==> config.mk <==
export PLATFORM = sky130hd
export DESIGN_NAME = uart_boot_loader
export DESIGN_NICKNAME = d
export VERILOG_FILES = /design/src/rtl/uart_boot_loader.sv
export SDC_FILE = /design/constraint.sdc
export NUM_CORES = 1
export LEC_CHECK = 0
export ABC_CLOCK_PERIOD_IN_PS = 3300
export CAP_MARGIN = 5
export CORE_ASPECT_RATIO = 1.4
export CORE_MARGIN = 5
export CORE_UTILIZATION = 40
export CTS_CLUSTER_SIZE = 20
export DETAILED_ROUTE_END_ITERATION = 7
export PLACE_DENSITY_LB_ADDON = 0.3
export SETUP_SLACK_MARGIN = 0.05
export SLEW_MARGIN = 20
export SYNTH_ARGS = -nofsm -noshare
export SYNTH_HDL_FRONTEND = slang
export SYNTH_SLANG_ARGS = --single-unit
==> constraint.sdc <==
create_clock -name clk -period 3.3 [get_ports clk]
set_input_delay 0.66 -clock clk [delete_from_list [all_inputs] [get_ports clk]]
set_output_delay 0.66 -clock clk [all_outputs]
set_load 0.1 [all_outputs]
==> src/rtl/uart_boot_loader.sv <==
// uart_boot_loader
//   Receives a program image over the board UART and writes it word by word
//   into the single-port instruction BSRAM. boot_mode stays high, so the
//   top-level address mux selects this loader, until a frame with a valid
//   checksum has been written.
//
//   Frame: 0xA5, N (words, 0..255), N x {low byte, high byte}, CHK
//   CHK = 8-bit sum of the 2N data bytes.
//
// Ports
//   clk          system clock
//   rst_n        asynchronous active-low reset
//   uart_rx      8N1 serial input, idle high, asynchronous to clk
//   reload       one-cycle pulse; re-enters boot mode from RUN
//   mem_ce       BSRAM chip enable (always 1)
//   mem_wre      BSRAM write enable, one cycle per word
//   mem_ad       BSRAM address (word index, zero-extended)
//   mem_din      BSRAM write data {high byte, low byte}
//   boot_mode    1 while loading; top-level mux select
//   load_done    one-cycle pulse when a valid frame completes
//   err          sticky error flag (checksum or framing), cleared by a sync byte
//   rx_byte_cnt  count of bytes received, wraps at 256
//
// Handshake: the receiver issues byte_valid_q for exactly one cycle with the
// byte in shift_q; the frame FSM has no back-pressure and must consume it in
// that cycle. frm_err_q is a one-cycle pulse, never coincident with byte_valid_q.

module uart_boot_loader #(
    parameter int CLKS_PER_BIT = 234,
    parameter int ADDR_W       = 11,
    parameter int DATA_W       = 16
) (
    input  logic              clk,
    input  logic              rst_n,
    input  logic              uart_rx,
    input  logic              reload,
    output logic              mem_ce,
    output logic              mem_wre,
    output logic [ADDR_W-1:0] mem_ad,
    output logic [DATA_W-1:0] mem_din,
    output logic              boot_mode,
    output logic              load_done,
    output logic              err,
    output logic [7:0]        rx_byte_cnt
);

    localparam int CNT_W = $clog2(CLKS_PER_BIT);
    localparam logic [CNT_W-1:0] HALF = CNT_W'(CLKS_PER_BIT / 2);
    localparam logic [CNT_W-1:0] LAST = CNT_W'(CLKS_PER_BIT - 1);

    typedef enum logic [1:0] {R_IDLE, R_START, R_DATA, R_STOP} rx_state_t;
    typedef enum logic [2:0] {F_HUNT, F_LEN, F_LO, F_HI, F_WRITE, F_CHK, F_RUN} fr_state_t;

    // ---------------- receiver ----------------
    logic             rx_meta_q, rx_sync_q;
    rx_state_t        rx_state_q;
    logic [CNT_W-1:0] bit_cnt_q;
    logic [2:0]       bit_idx_q;
    logic [7:0]       shift_q;
    logic             byte_valid_q;
    logic             frm_err_q;
    logic [7:0]       byte_cnt_q;

    always_ff @(posedge clk or negedge rst_n) begin
        if (!rst_n) begin
            rx_meta_q    <= 1'b1;
            rx_sync_q    <= 1'b1;
            rx_state_q   <= R_IDLE;
            bit_cnt_q    <= '0;
            bit_idx_q    <= '0;
            shift_q      <= '0;
            byte_valid_q <= 1'b0;
            frm_err_q    <= 1'b0;
            byte_cnt_q   <= '0;
        end else begin
            rx_meta_q    <= uart_rx;
            rx_sync_q    <= rx_meta_q;
            byte_valid_q <= 1'b0;
            frm_err_q    <= 1'b0;
            case (rx_state_q)
                R_IDLE: begin
                    if (!rx_sync_q) begin
                        rx_state_q <= R_START;
                        bit_cnt_q  <= '0;
                    end
                end
                R_START: begin
                    // Re-check the line at mid start bit to reject glitches.
                    if (bit_cnt_q == HALF) begin
                        bit_cnt_q  <= '0;
                        bit_idx_q  <= '0;
                        rx_state_q <= rx_sync_q ? R_IDLE : R_DATA;
                    end else begin
                        bit_cnt_q <= bit_cnt_q + 1'b1;
                    end
                end
                R_DATA: begin
                    if (bit_cnt_q == LAST) begin
                        bit_cnt_q <= '0;
                        shift_q   <= {rx_sync_q, shift_q[7:1]};
                        bit_idx_q <= bit_idx_q + 3'd1;
                        if (bit_idx_q == 3'd7) rx_state_q <= R_STOP;
                    end else begin
                        bit_cnt_q <= bit_cnt_q + 1'b1;
                    end
                end
                R_STOP: begin
                    // Leave at mid stop bit so a back-to-back start edge is seen.
                    if (bit_cnt_q == LAST) begin
                        bit_cnt_q  <= '0;
                        rx_state_q <= R_IDLE;
                        if (rx_sync_q) begin
                            byte_valid_q <= 1'b1;
                            byte_cnt_q   <= byte_cnt_q + 8'd1;
                        end else begin
                            frm_err_q <= 1'b1;
                        end
                    end else begin
                        bit_cnt_q <= bit_cnt_q + 1'b1;
                    end
                end
                default: rx_state_q <= R_IDLE;
            endcase
        end
    end

    // ---------------- frame parser ----------------
    fr_state_t         fr_state_q;
    logic [7:0]        len_q, idx_q, sum_q, lo_q;
    logic              mem_wre_q, boot_q, done_q, err_q;
    logic [ADDR_W-1:0] mem_ad_q;
    logic [DATA_W-1:0] mem_din_q;

    always_ff @(posedge clk or negedge rst_n) begin
        if (!rst_n) begin
            fr_state_q <= F_HUNT;
            len_q      <= '0;
            idx_q      <= '0;
            sum_q      <= '0;
            lo_q       <= '0;
            mem_wre_q  <= 1'b0;
            mem_ad_q   <= '0;
            mem_din_q  <= '0;
            boot_q     <= 1'b1;
            done_q     <= 1'b0;
            err_q      <= 1'b0;
        end else begin
            mem_wre_q <= 1'b0;
            done_q    <= 1'b0;
            if (frm_err_q) begin
                // A framing error aborts a load in progress; once running,
                // the program memory is live and must not be reopened.
                err_q <= 1'b1;
                if (fr_state_q != F_RUN) fr_state_q <= F_HUNT;
            end else begin
                case (fr_state_q)
                    F_HUNT: begin
                        if (byte_valid_q && shift_q == 8'hA5) begin
                            fr_state_q <= F_LEN;
                            err_q      <= 1'b0;
                        end
                    end
                    F_LEN: begin
                        if (byte_valid_q) begin
                            len_q      <= shift_q;
                            idx_q      <= '0;
                            sum_q      <= '0;
                            fr_state_q <= (shift_q == 8'd0) ? F_CHK : F_LO;
                        end
                    end
                    F_LO: begin
                        if (byte_valid_q) begin
                            lo_q       <= shift_q;
                            sum_q      <= sum_q + shift_q;
                            fr_state_q <= F_HI;
                        end
                    end
                    F_HI: begin
                        // Write strobe goes out in the WRITE cycle itself.
                        if (byte_valid_q) begin
                            sum_q      <= sum_q + shift_q;
                            mem_wre_q  <= 1'b1;
                            mem_ad_q   <= ADDR_W'(idx_q);
                            mem_din_q  <= DATA_W'({shift_q, lo_q});
                            fr_state_q <= F_WRITE;
                        end
                    end
                    F_WRITE: begin
                        idx_q      <= idx_q + 8'd1;
                        fr_state_q <= ({1'b0, idx_q} + 9'd1 == {1'b0, len_q}) ? F_CHK : F_LO;
                    end
                    F_CHK: begin
                        if (byte_valid_q) begin
                            if (shift_q == sum_q) begin
                                fr_state_q <= F_RUN;
                                boot_q     <= 1'b0;
                                done_q     <= 1'b1;
                            end else begin
                                fr_state_q <= F_HUNT;
                                err_q      <= 1'b1;
                            end
                        end
                    end
                    F_RUN: begin
                        if (reload) begin
                            fr_state_q <= F_HUNT;
                            boot_q     <= 1'b1;
                            mem_ad_q   <= '0;
                        end
                    end
                    default: fr_state_q <= F_HUNT;
                endcase
            end
        end
    end

    assign mem_ce      = 1'b1;
    assign mem_wre     = mem_wre_q;
    assign mem_ad      = mem_ad_q;
    assign mem_din     = mem_din_q;
    assign boot_mode   = boot_q;
    assign load_done   = done_q;
    assign err         = err_q;
    assign rx_byte_cnt = byte_cnt_q;

endmodule

==> flow_summary.toml <==
[sta]
slew_violations = 0
rsz0062_at_grt = "no"
worst_pin_slew_ns = 0.758
maxSlewHeadroom_pct = 49.2
fmax_mhz = 435
fin_crit_ns = 2.30
setup_viol = 0
finalHoldViolCount = 0
min_period_over_period_pct = 69.7
tns_ns = 0
finClkSkew_ns = 0.0104

[synth]
yosysTopAreaCell = "dfrtp_1"
yosysTopAreaCellShare_pct = 49.7
synth-edff-count = 0
synth.avg_cell_area_sq_um = 11.0
synthTopCellsByArea = "dfrtp_1 (50%), mux2_2 (10%), nand2_1 (3.7%)"
ys_seq_elements = 96
synth_commonest_cells = "dfrtp_1 (93), nand2_1 (46), mux2_2 (42)"
synth_flop_cell = "dfrtp_1"
ys_warn_count = 0
synthCells = 424
async_reset_ff_share_pct = 100
ys_types = 56
yosysSeqAreaShare_pct = 51.4
yosysMostFrequentCell = "dfrtp_1"
syn_area_sq_um = 4680

[cells_and_area]
area_growth_pct = 15.5
multi_input_area_sq_um = 2160
drive_gt1_share_pct = 24.0
diodes = 0
num-fill-cells = 1063
fin_util_pct = 47.4
final_net_count = 480
fin_cells = 611
regArea_sq_um = 2410

[global_route]
grt_pass1_wl_um = 16700
grt.busiest_layer = "met2"
grt_max_degree = 54
overflow = 0
grt_pass1_vias = 3435
met2_usage_pct = 26.1
antenna_found_initial = 0
global_route.usage.met1_pct = 17.8
grt_use_total_pct = 15.2
use_met3_pct = 3.42

[clock_network]
clockBufferDepth = 2
cts.sinks = 96
htreeDepth = 3
cts_setup_buffers = 0
cts_hold_buf = 0
ctsResizeCount = 0
clk_pin_slew_ns = 0.07
cts_root_buf = "clkbuf_16"
cts_buffers = 9
worstSkewPairLatency_ns = 0.35
cts_tree = "built"

[floorplanning]
start_util_pct = 41.1
core_area_sq_um = 11400
design.die.area_sq_um = 14000
fp.dieH_um = 138
rows = 46
die_x_um = 101
ioPinCount = 44

[critical_path]
start_kind = "register"
cp_max_fo = 17
critPathCaptureType = "register"
path_cells = "nand2b_1 > nor2_2 > nand2_1 > mux2_2"
arrival_ns = 2.53
required_ns = 3.53
critical_path.max_stage_delay_ns = 0.53
path_class = "reg2reg"
slowest_stage = "nand2_1"

[power_and_ir_drop]
p_per_area_nw_per_um2 = 412
peakVddDrop_mv = 0.215
total_power_mw = 2.23
leakage_nw = 2.59

[drt]
post_drt_wl_per_cell_um = 15.7
dr.pass1.iters = 4
ant_nets = 0
wl_um = 9600
viasPerCell = 5.44
drt_iter0_markers = 128
dr_total_vias = 3322
remaining_drc_errors = 0

[run]
drv_cap = 0

[placement]
place.gp.congestion = 0.875
place_hpwl_um = 6990
numPortBuffers = 39
dp.cells = 595

[status]
status = "complete, no violations"

[worst_hold_path]
hold_class = "in2async"
## sequential cells by signal, summed over array words and instances, names as in the netlist, 3 cells and up, named ones only
signal,flops
mem_din,16
bit_cnt_q,8
idx_q,8
len_q,8
lo_q,8
mem_ad,8
rx_byte_cnt,8
shift_q,8
sum_q,8
bit_idx_q,3
fr_state_q,3
## where the power goes
| group | switching (mW) | internal, mW | leakage [nW] | total (mW) |
|---|---|---|---|---|
| clock network | 0.475 | 0.524 | 0.135 | 0.999 |
| registers | 0.000897 | 1.18 | 1.31 | 1.18 |
| logic | 0.0438 | 0.00562 | 1.15 | 0.0495 |
| total | 0.519 | 1.71 | 2.59 | 2.23 |
## per-stage QoR
step | instance area (sq um) | hold slack, ns | worst slack [ns]
global route | 5400 | 0.348 | 0.818
CTS | 5400 | 0.308 | 1.00
floorplan | 4690 | 0.345 | 1.19
global placement | 5120 | 0.346 | 1.07
finish | 5400 | 0.303 | 1.00
detailed placement | 5120 | 0.349 | 1.02
## critical path: cells and delay by family (launching register included)
family / cells / cell delay, ns
flip-flops: 1 / 0.51
multiplexers: 1 / 0.44
AND/OR/NAND/NOR: 3 / 1.23
## routing by layer
layer	up-vias	part of all wire (%)
met2	62	52
met3	23	3.4
li1	1589	-
met1	1648	42
met4	0	2.9
met5	-	0
## cells in the final DEF, fill, tap and decap left out, drive strengths merged, types with 4 or more instances in the layout
cell and count:
a21oi 9, ha 13, nor4 7, clkbuf 9
nand2b 6, nand3 7, nand2 46, mux2 42
xnor2 15, and2 4, nor3 13, nand3b 4
nor2b 4, o31ai 9, a21o 4, inv 13
nand4 7, a22o 8, buf 40, dfrtp 93
o21ai 32, nor2 25, conb 4, xor2 9
## kinds of logic (layout without fill, tap and decap cells)
family	after synthesis	in the layout	share of synthesized area, %
simple gates	132	132	14.5
flops	96	96	51.4
compound gates	84	84	11.9
mux	44	44	10.5
buf+inv	27	68	2.57
xor+xnor	25	25	4.97
fa+ha+maj	14	14	3.90
other cells	2	4	0.160
## layout make-up
type,instances,area share [%]
multi-input cells,303,40.0
inverters,10,0.695
clock buffers,9,4.17
repair buffers,42,6.16
flip-flops and latches,96,44.5
clock inverters,7,1.13
well taps,144,3.33
## worst paths after layout
kind | startpoint | end | slack, ns | cells past startpoint
setup / recovery | frm_err_q | mem_din[1] | 1.00 | 4
min in group clk | rx_meta_q | rx_sync_q | 0.36 | 0
max in group asynchronous | rst_n | rx_sync_q | 2.28 | 2
setup reg to reg | frm_err_q | mem_din[1] | 1.00 | 4
hold reg to reg | rx_meta_q | rx_sync_q | 0.36 | 0
hold / removal | rst_n | idx_q[4] | 0.30 | 1
No activity file was read; power rests on OpenSTA's default activity.
